==> src/rtl/pipelined_control_unit.sv <==
// pipelined_control_unit: registered ARMv8-subset control path (ID/EX, EX/MEM, MEM/WB) with load-use stall and branch flush.
// Defining ILLEGAL_TRAP_EN enables the sticky illegal flag and saturating unknown-opcode counter.
module pipelined_control_unit #(
    parameter int OPC_W    = 11,
    parameter int REG_W    = 5,
    parameter int LINK_REG = 30,
    parameter int ZERO_REG = 31,
    parameter int CNT_W    = 8
) (
    input  logic             i_clock,
    input  logic             i_reset_n,
    input  logic             i_id_valid,
    input  logic [OPC_W-1:0] i_id_opcode,
    input  logic [REG_W-1:0] i_id_rn,
    input  logic [REG_W-1:0] i_id_rm,
    input  logic [REG_W-1:0] i_id_rt,
    input  logic             i_flush,
    output logic             o_stall,
    output logic [12:0]      o_ex_ctrl,
    output logic [REG_W-1:0] o_ex_rd,
    output logic [12:0]      o_mem_ctrl,
    output logic [REG_W-1:0] o_mem_rd,
    output logic             o_wb_regwrite,
    output logic             o_wb_memtoreg,
    output logic [REG_W-1:0] o_wb_rd,
    output logic             o_illegal,
    output logic [CNT_W-1:0] o_illegal_cnt
);
    logic [10:0]      w_op;
    logic [12:0]      w_ctrl;
    logic             w_known;
    logic             w_reads2;
    logic             w_link;
    logic [REG_W-1:0] w_src2;
    logic             w_haz;
    logic             w_bubble;
    logic [12:0]      r_ex_ctrl;
    logic [REG_W-1:0] r_ex_rd;
    logic [12:0]      r_mem_ctrl;
    logic [REG_W-1:0] r_mem_rd;
    logic             r_wb_regwrite;
    logic             r_wb_memtoreg;
    logic [REG_W-1:0] r_wb_rd;

    assign w_op = i_id_opcode[OPC_W-1 -: 11];

    // Exact opcodes are listed before prefixes so the first casez match wins.
    always_comb begin
        w_ctrl   = '0;
        w_known  = 1'b1;
        w_reads2 = 1'b0;
        w_link   = 1'b0;
        casez (w_op)
            11'b10001011000, 11'b11001011000, 11'b10001010000,
            11'b10101010000, 11'b11001010000: begin
                w_ctrl   = 13'b0000000010010;
                w_reads2 = 1'b1;
            end
            11'b11010011011, 11'b11010011010: w_ctrl = 13'b0000000011010;
            11'b11111000010: w_ctrl = 13'b0000001111000;
            11'b11111000000: begin
                w_ctrl   = 13'b0000010001100;
                w_reads2 = 1'b1;
            end
            11'b11010110000: w_ctrl = 13'b0100000000000;
            11'b10110100???: begin
                w_ctrl   = 13'b0000100000101;
                w_reads2 = 1'b1;
            end
            11'b10110101???: begin
                w_ctrl   = 13'b1000100000101;
                w_reads2 = 1'b1;
            end
            11'b100101?????: begin
                w_ctrl = 13'b0011000010000;
                w_link = 1'b1;
            end
            11'b000101?????: w_ctrl = 13'b0001000000000;
            default:         w_known = 1'b0;
        endcase
    end

    assign w_src2   = w_ctrl[2] ? i_id_rt : i_id_rm;
    assign w_haz    = i_id_valid && r_ex_ctrl[6] && r_ex_rd != REG_W'(ZERO_REG) &&
                      (r_ex_rd == i_id_rn || (w_reads2 && r_ex_rd == w_src2));
    assign o_stall  = i_reset_n && !i_flush && w_haz;
    assign w_bubble = i_flush || w_haz || !i_id_valid || !w_known;

    always_ff @(posedge i_clock) begin
        if (!i_reset_n) begin
            r_ex_ctrl     <= '0;
            r_ex_rd       <= '0;
            r_mem_ctrl    <= '0;
            r_mem_rd      <= '0;
            r_wb_regwrite <= 1'b0;
            r_wb_memtoreg <= 1'b0;
            r_wb_rd       <= '0;
        end else begin
            r_ex_ctrl     <= w_bubble ? '0 : w_ctrl;
            r_ex_rd       <= w_bubble ? REG_W'(ZERO_REG) : (w_link ? REG_W'(LINK_REG) : i_id_rt);
            r_mem_ctrl    <= i_flush ? '0 : r_ex_ctrl;
            r_mem_rd      <= i_flush ? REG_W'(ZERO_REG) : r_ex_rd;
            r_wb_regwrite <= r_mem_ctrl[4];
            r_wb_memtoreg <= r_mem_ctrl[5];
            r_wb_rd       <= r_mem_rd;
        end
    end

    assign o_ex_ctrl     = r_ex_ctrl;
    assign o_ex_rd       = r_ex_rd;
    assign o_mem_ctrl    = r_mem_ctrl;
    assign o_mem_rd      = r_mem_rd;
    assign o_wb_regwrite = r_wb_regwrite;
    assign o_wb_memtoreg = r_wb_memtoreg;
    assign o_wb_rd       = r_wb_rd;

`ifdef ILLEGAL_TRAP_EN
    logic             r_illegal;
    logic [CNT_W-1:0] r_illegal_cnt;

    // A stalled op is re-presented next cycle, so it is counted only once.
    always_ff @(posedge i_clock) begin
        if (!i_reset_n) begin
            r_illegal     <= 1'b0;
            r_illegal_cnt <= '0;
        end else if (i_id_valid && !w_known && !i_flush && !w_haz) begin
            r_illegal     <= 1'b1;
            r_illegal_cnt <= (&r_illegal_cnt) ? r_illegal_cnt : r_illegal_cnt + 1'b1;
        end
    end

    assign o_illegal     = r_illegal;
    assign o_illegal_cnt = r_illegal_cnt;
`else
    assign o_illegal     = 1'b0;
    assign o_illegal_cnt = '0;
`endif
endmodule

==> config.mk <==
export PLATFORM = sky130hd
export DESIGN_NAME = pipelined_control_unit
export DESIGN_NICKNAME = d
export VERILOG_FILES = /design/src/rtl/pipelined_control_unit.sv
export SDC_FILE = /design/constraint.sdc
export NUM_CORES = 1
export LEC_CHECK = 0
export ABC_AREA = 1
export BUFFER_PORTS_ARGS = -buffer_cell sky130_fd_sc_hd__buf_2
export CAP_MARGIN = 0
export CORE_ASPECT_RATIO = 0.9
export CORE_UTILIZATION = 35
export DETAILED_ROUTE_END_ITERATION = 10
export HOLD_SLACK_MARGIN = 0.08
export PLACE_DENSITY = 0.59
export SETUP_SLACK_MARGIN = 0.2
export SLEW_MARGIN = 20
export SYNTH_ARGS = -nofsm -noshare
export SYNTH_HDL_FRONTEND = slang
export SYNTH_SLANG_ARGS = --single-unit
==> constraint.sdc <==
create_clock -name i_clock -period 3.2 [get_ports i_clock]
set_input_delay 0.64 -clock i_clock [delete_from_list [all_inputs] [get_ports i_clock]]
set_output_delay 0.64 -clock i_clock [all_outputs]
set_load 0.01 [all_outputs]
---- After elaboration in Yosys (flattened, before gate mapping) ----
Cells that the tools add are included.
operators by class
  multiply operators ...................... 0
  bitwise operators ....................... 1
  equal/unequal tests ..................... 17
  reductions and logical operators ........ 19
  multiplexer cells ....................... 8
  magnitude comparators ................... 0
  $add $sub $neg .......................... 0
  shifts and indexed selects .............. 0
  divide/modulo/power cells ............... 0
operator list
  kind                  number
  $pmux 13 s9           1
  $eq 11x11->1 const B  10
  $mux 5                4
  $eq 8x8->1 const B    2
  $reduce_or 14->1      1
  $eq 5x5->1            2
  $reduce_or 8->1       1
  $eq 6x3->1 const B    1
  $eq 6x6->1 const B    1
  $logic_and 1x1->1     6
  $reduce_or 2->1       3
  $ne 5x5->1 const B    1
  $reduce_or 5->1       1
  $logic_or 1x1->1      4
  $logic_not 1->1       3
  $mux 1                3
  $not 1->1             1
storage, ports and cells
  memory bits (writable) .................. 0
  memories kept ........................... 0
  memory bits (read-only) ................. 0
  bits in latches ......................... 0
  input bits .............................. 30
  bits in registers ....................... 43

---- Longest topological paths before layout ----
Gate-level depths: netlist (run 1).
  depth after elaboration ................. 12
  gate-level depth with buffers ........... 16
  gate-level depth less buffers ........... 16

---- Worst setup path after synthesis (run 1) ----
Ideal clock, no wire load.
  path type ............................... input to output
  start ................................... input port i_id_opcode[4]
  end ..................................... output port o_stall
  slack ................................... 0.766 ns
  required time ........................... 2.560 ns
  path buffers ............................ 0
  stages .................................. 13
  arrival ................................. 1.794 ns
  cell sequence ........................... inv_2 -> nand2_2 -> nor2_8 -> nand3_4 -> nand2_4 -> inv_2 -> nand2_1 -> nand2_1 -> nor2_1 -> nand3_1 -> nand2_1 -> nand2_2 -> nor2_1
between the ends
  word-level cells in the longest chain between the ends .. 9
  elaborated cells between the ends (all ways) .. 23
  those cells by class .................... eq/ne: 13; mux: 3; reduce/logical: 7
ends and longest elaborated chain
  element                                             RTL line  text
  from (decl)                                         13        input logic [OPC_W-1:0] i_id_opcode,
  $eq 11x11->1                                        53        casez (w_op)
  $reduce_or 5->1 or $reduce_or 2->1 (tied branches)  n/a
  $pmux 13 s9                                         53
  $mux 5                                              83        assign w_src2 = w_ctrl[2] ? i_id_rt : i_id_rm;
  $eq 5x5->1                                          85        (r_ex_rd == i_id_rn || (w_reads2 && r_ex_rd == w_src2));
  $logic_and 1x1->1 *                                 85
  $logic_or 1x1->1 *                                  85
  $logic_and 1x1->1 *                                 84        assign w_haz = i_id_valid && r_ex_ctrl[6] && r_ex_rd != REG_W'(ZERO_REG) &&
  $logic_and 1x1->1 *                                 86        assign o_stall = i_reset_n && !i_flush && w_haz;
  to (decl)                                           18        output logic o_stall,
Mark *: on every way between the ends. The rest lies on a longest branch, timed or not.

---- Worst setup path after layout (run 1) ----
  start ................................... input port i_id_opcode[3]
  end ..................................... output port o_stall
The elaborated chain is that of the path after synthesis.

==> results of run 1 <==
[registers in the layout (all words and copies together) (netlist names)]
name	count
o_ex_ctrl	11
o_ex_rd	5
o_mem_ctrl	11
o_mem_rd	5
o_wb_memtoreg	1
o_wb_rd	5
o_wb_regwrite	1
[what timing repair did]
action / in CTS / in global routing
gates resized for setup: 0 / 1
endpoints found under the setup margin: 0 / 1
setup buffers: 0 / 0
hold buffers: 0 / 0
[layout by cell type (no fill, tap or decap)]
cell type / netlist / layout
inv_1: 54 / 53
nor3_2: 1 / 1
nand4_1: 5 / 5
nand2_2: 6 / 6
and3_1: 1 / 1
clkinv_2: 0 / 1
buf_2: 0 / 73
nand3_1: 24 / 24
nor2_1: 25 / 25
nand3_4: 3 / 3
dfxtp_1: 39 / 39
conb_1: 1 / 9
inv_2: 5 / 6
nor3_1: 2 / 2
xnor2_1: 3 / 3
nand2_4: 1 / 1
nand2_1: 46 / 46
a21oi_1: 6 / 6
nor3_4: 1 / 1
nor2_4: 2 / 2
a311oi_1: 1 / 1
clkbuf_8: 0 / 5
clkbuf_1: 2 / 2
nand3_2: 1 / 1
nor2_8: 1 / 1
nor4_1: 1 / 1
nor3b_1: 1 / 1
xor2_1: 2 / 2
a31oi_1: 1 / 1
nor2_2: 11 / 11
o21ai_0: 1 / 1
[stage by stage]
stage / util (%) / setup WS [ps] / hold slack (ps)
floorplan: - / 766.1 / 452.8
global placement: 43.31 / 447.2 / 413.5
detailed placement: 43.31 / 409.6 / 415.8
CTS: 44.86 / 404.7 / 426.7
global route: 44.86 / 218.5 / 446.9
finish: 44.86 / 412.6 / 423.8
[kinds of logic (layout without fill, tap and decap cells)]
| logic type | count (synthesis) | count (layout) | share of synthesized area (%) |
|---|---|---|---|
| compound gates | 9 | 9 | 2.616 |
| flops | 39 | 39 | 40.81 |
| xor+xnor | 5 | 5 | 2.289 |
| other cells | 1 | 9 | 0.1960 |
| buf+inv | 75 | 140 | 17.66 |
| simple gates | 132 | 132 | 36.43 |
[worst max-delay path, cell delays in order]
cell and delay [ps]:
buf_2 110, nor2_1 130, nand2_1 130, nor2_1 130, nand2_2 100, nand2_2 100, nand2_1 50, nand3_1 80
nand2_1 60, nor2_1 110, nand3_1 90, nand2_1 80, nand2_2 100, nor2_1 110, buf_2 140
[Yosys cell counts]
library cell	instances	area (um^2)
and3_1	1	6.260
dfxtp_1	39	780.8
nand2_1	46	172.7
nor3_4	1	16.27
conb_1	1	3.750
nor3_1	2	10.01
nor2_1	25	93.84
xnor2_1	3	26.28
nor4_1	1	6.260
nand2_2	6	37.54
buf_6	1	11.26
inv_1	54	202.7
a311oi_1	1	8.760
xor2_1	2	17.52
nand4_1	5	31.28
nor2_2	11	68.82
nand3_4	3	52.55
inv_2	5	18.77
nor2_8	1	20.02
nor3_2	1	10.01
clkbuf_1	2	7.510
a31oi_1	1	6.260
buf_4	13	97.59
nand3_2	1	10.01
a21oi_1	6	30.03
nor3b_1	1	7.510
nand3_1	24	120.1
nand2_4	1	11.26
o21ai_0	1	5.000
nor2_4	2	22.52
[path summary, 6_finish.rpt]
check                      start              to  slack [ps]  depth (start not counted)
hold reg to reg    o_ex_ctrl[12]  o_mem_ctrl[12]         420                          2
setup reg to reg      o_ex_rd[1]   o_ex_ctrl[10]        1660                          9
hold / removal     o_ex_ctrl[12]  o_mem_ctrl[12]         420                          2
setup / recovery  i_id_opcode[3]         o_stall         410                         15
[metal layers]
metal | share of wire (%) | up-vias | GRT usage (%)
met1 | 50 | 723 | 19.03
met5 | 0 | - | 0
li1 | - | 904 | -
met3 | 6.2 | 7 | 2.893
met2 | 42 | 61 | 22.22
met4 | 2.0 | 0 | 7.540
[report_power, final]
group	internal (W)	switching, W	total, W
logic	0.0000429	0.0000704	0.000113
clock network	0.000153	0.000148	0.000301
registers	0.000497	0.00000717	0.000504
[cell type report]
cell class	instances	area, um^2	share of cell area, %
Tap cell	67	83.83	3.556
Sequential cell	39	780.7	33.12
Clock inverter	1	5.005	0.2123
Multi-Input combinational cell	155	824.5	34.98
Inverter	59	221.5	9.395
Timing Repair Buffer	73	365.4	15.50
Clock buffer	7	76.32	3.238
==> reports/results.ini, run 1 <==
[routing]
routed_via_density = 4.227
ant_nets = 0
dr.pass1.iters = 7
drt_iter0_drc = 42
wirelength_mm = 3.885
routedWlPerCell_um = 9.688
vias = 1695
drc = 2

[min_path]
hold_class = reg -> reg

[sta]
max_freq_mhz = 358.8
hold_violations = 0
min_period_over_period_pct = 87.10
finalSetupTns_ps = 0
finalSetupViolCount = 0
rsz0062_at_grt = false
skew_ps = 2.108
fin_crit_ps = 2787
slew_violations = 0

[die]
die_area_um2 = 5766
start_util_pct = 36.40
fp.dieW_um = 79.93
core_area_um2 = 5255
rows = 25
die_h_um = 72.14
pin_count = 83

[pwr]
power.total_w = 0.0009179
ir_drop_mv = 0.2269
p_leak_nw = 1.296
power.density_nw_per_um2 = 389.4

[yosys]
syn-instance-count = 261
ys_seq_elements = 39
syn_avg_cell_area_um2 = 7.330
yosysUniqueCellTypes = 30
ys_warn_count = 0
ys_seq_area_share_pct = 40.81
syn_area_um2 = 1913

[final_layout]
antennaDiodeCount = 0
final_layout_size_suffix_gt1_share_pct = 33.53
area_delta_synth_final_pct = 23.22
layout.nets = 363
instances_no_fill = 401
fin_area_um2 = 2357
fillers = 575

[clocking]
clk_pin_slew_ps = 70
cts_buffers = 5
clock_sinks = 39
insertion_delay_ps = 280
cts_root_buffer = clkbuf_8
cts_buffer_depth = 2
htreeDepth = 2
cts_tree = built

[global_routing]
grt_overflow = 0
grt_first_pass_wirelength_mm = 6.444
grt_pass1_vias = 1497
antenna_found_initial = 0
track_usage_pct = 14.41
grt_max_degree = 16

[placed_design]
place.gp.congestion = 0.9292
dp_cells = 393
dpl_cell_area_um2 = 2276
hpwl_mm = 3.252
io_buffers = 73

[worst_setup_path]
arrival_ps = 2150
end_kind = output port
path_max_fanout = 7
crit_type = in -> out
cp.required_ps = 2560
crit_path_start_kind = input port

[run]
cap_violations = 0

[run_status]
status = complete, but fails checks
failed_checks = DRC

No activity file was read; power rests on OpenSTA's default activity.
==> run 2, diff against run 1 <==
- CORE_UTILIZATION: 35 -> 45
- PLACE_DENSITY: 0.59 -> 0.73
==> reports/results.ini, run 2 (synthesis gave the netlist of run 1 again) <==
[run_status]
status = complete, but fails checks
failed_checks = DRC

[die]
start_util_pct = 46.96  ; +11 points
rows = 22  ; -12%
die_area_um2 = 4516  ; -22%
fp.dieW_um = 70.73  ; -12%
die_h_um = 63.86  ; -11%
pin_count = 83  ; unchanged
core_area_um2 = 4074  ; -22%

[pwr]
ir_drop_mv = 0.2096  ; -7.6%
power.density_nw_per_um2 = 428.9  ; +10%
p_leak_nw = 1.313  ; +1.3%

[run]
cap_violations = 0  ; unchanged

[routing]
vias = 1694  ; -0.059%
dr.pass1.iters = 7  ; unchanged
met3_length_um = 229  ; -5.4%
routedWlPerCell_um = 10.27  ; +6.1%
wl_met1_mm = 1.927  ; about the same
routed_via_density = 4.435  ; +4.9%
drt_iter0_drc = 66  ; +57%
wirelength_mm = 3.925  ; +1.0%
drc = 12  ; +10
ant_nets = 0  ; unchanged
wl_met2_mm = 1.725  ; +5.5%
route.top_layer_used = met4

[worst_setup_path]
worstReg2RegEnd = o_ex_ctrl[10]
crit_start = i_id_opcode[4]
path_delay_family = simple AND/OR/NAND/NOR gates
cp.required_ps = 2560  ; about the same
worst-r2r-setup-slack_ps = 1570  ; -90 ps
cp_cell_sequence = buf_2, inv_2, nand2_2, nor2_8, nand3_4, nand2_4, inv_2, nand2_1, nand2_1, nor2_1, nand3_1, nand2_1, nand2_2, nor2_1, buf_2
r2r_start = o_ex_rd[4]
cp_slowest_cell = nor2_8
path_buf_inv = 4  ; +2
crit_type = in -> out
crit_path_frequent_cell = nand2_1
reg2regPathDepth = 6  ; -3
end_kind = output port
crit_path_start_kind = input port
max_stage_delay_ps = 140  ; about the same
path_max_fanout = 7  ; unchanged
arrival_ps = 2150  ; about the same

[sta]
finalSetupTns_ps = 0  ; unchanged
slew_violations = 0  ; unchanged
max_freq_mhz = 357.9  ; -0.24%
finalSetupViolCount = 0  ; unchanged
fin_crit_ps = 2794  ; +6.832 ps
skew_ps = 3.032  ; +0.9237 ps
min_period_over_period_pct = 87.32  ; +0.21 points
hold_violations = 0  ; unchanged
rsz0062_at_grt = false

[min_path]
hp-start = o_ex_ctrl[11]
holdPathEnd = o_mem_ctrl[11]
hold_class = reg -> reg
whs_path_depth = 2  ; unchanged

[placed_design]
hpwl_mm = 3.091  ; -5.0%
place.gp.congestion = 0.8698  ; -6.4%
io_buffers = 73  ; unchanged
dp_cells = 374  ; -4.8%

[clocking]
ctsResizeCount = 0  ; unchanged
cts_root_buffer = clkbuf_8
clock_sinks = 39  ; unchanged
clk_pin_slew_ps = 70  ; about the same
cts_buffers = 5  ; unchanged
post_cts_buffers = 0  ; unchanged
cts_tree = built
htreeDepth = 2  ; unchanged
cts_hold_buf = 0  ; unchanged
cts_buffer_depth = 2  ; unchanged
insertion_delay_ps = 280  ; about the same

[final_layout]
area_delta_synth_final_pct = 23.87
layout_commonest_cell = buf_2
instances_no_fill = 382  ; -4.7%
antennaDiodeCount = 0  ; unchanged
final_layout_size_suffix_gt1_share_pct = 34.73  ; +1.2 points
layout.nets = 363  ; unchanged
mostFrequentLayoutCells = buf_2 (73), inv_1 (53), nand2_1 (45)

[global_routing]
grt_max_degree = 16  ; unchanged
track_usage_pct = 17.72  ; +3.3 points
antenna_found_initial = 0  ; unchanged
grt_overflow = 0  ; unchanged
grt_pass1_vias = 1417  ; -5.3%
grt_first_pass_wirelength_mm = 6.168  ; -4.3%

run 2: cell types whose count changed in the layout (fill, tap and decap cells not counted), sizes merged:
cell / before / now
clkbuf: 7 / 5
bufinv: 0 / 1
clkinv: 1 / 2
run 2: stage by stage:
step | hold WS (ps) | setup WS [ps] | utilization (%) | instance area [um^2] | total power [W]
after global routing | 449.1 | 218.1 | 58.17 | 2370 | 0.001061
after floorplan | 452.8 | 766.1 | - | 1943 | 0.0005891
final | 423.6 | 405.8 | 58.17 | 2370 | 0.001016
after detailed placement | 417.2 | 391.6 | 55.28 | 2252 | 0.0006286
after global placement | 409.6 | 420.9 | 55.28 | 2252 | 0.0006278
after CTS | 426.5 | 387.9 | 58.05 | 2365 | 0.001021
run 2: worst max path at each step:
stage               endpoint  cells past startpoint
finish               o_stall                     15
global route         o_stall                     15
CTS                  o_stall                     15
detailed placement   o_stall                     15
global placement     o_stall                     15
floorplan            o_stall                     13
run 2: where the power goes:
part | leakage [nW] | switching, W | internal (W)
Combinational | 0.936 | 0.0000719 | 0.0000430
Clock | 0.0581 | 0.000166 | 0.000232
Sequential | 0.319 | 0.00000717 | 0.000496
Total | 1.31 | 0.000245 | 0.000771
run 2: worst min-delay path, delay by kind of cell (launching register included):
kind	cells	cell delay (ps)
AND/OR/NAND/NOR	1	30
buffers and inverters	1	40
flip-flops	1	310
run 2: layout make-up:
| type | instances | area, um^2 |
|---|---|---|
| Clock buffer | 5 | 68.82 |
| Clock inverter | 3 | 43.79 |
| Fill cell | 397 | 1704 |
| Inverter | 59 | 221.5 |
| Multi-Input combinational cell | 155 | 829.5 |
| Sequential cell | 39 | 780.7 |
| Tap cell | 48 | 60.06 |
| Timing Repair Buffer | 73 | 365.4 |
run 2: metal layers:
metal | vias up | global-route usage [%]
li1 | 905 | -
met1 | 721 | 23.02
met2 | 64 | 29.21
met3 | 4 | 3.785
met4 | 0 | 6.000
met5 | - | 0
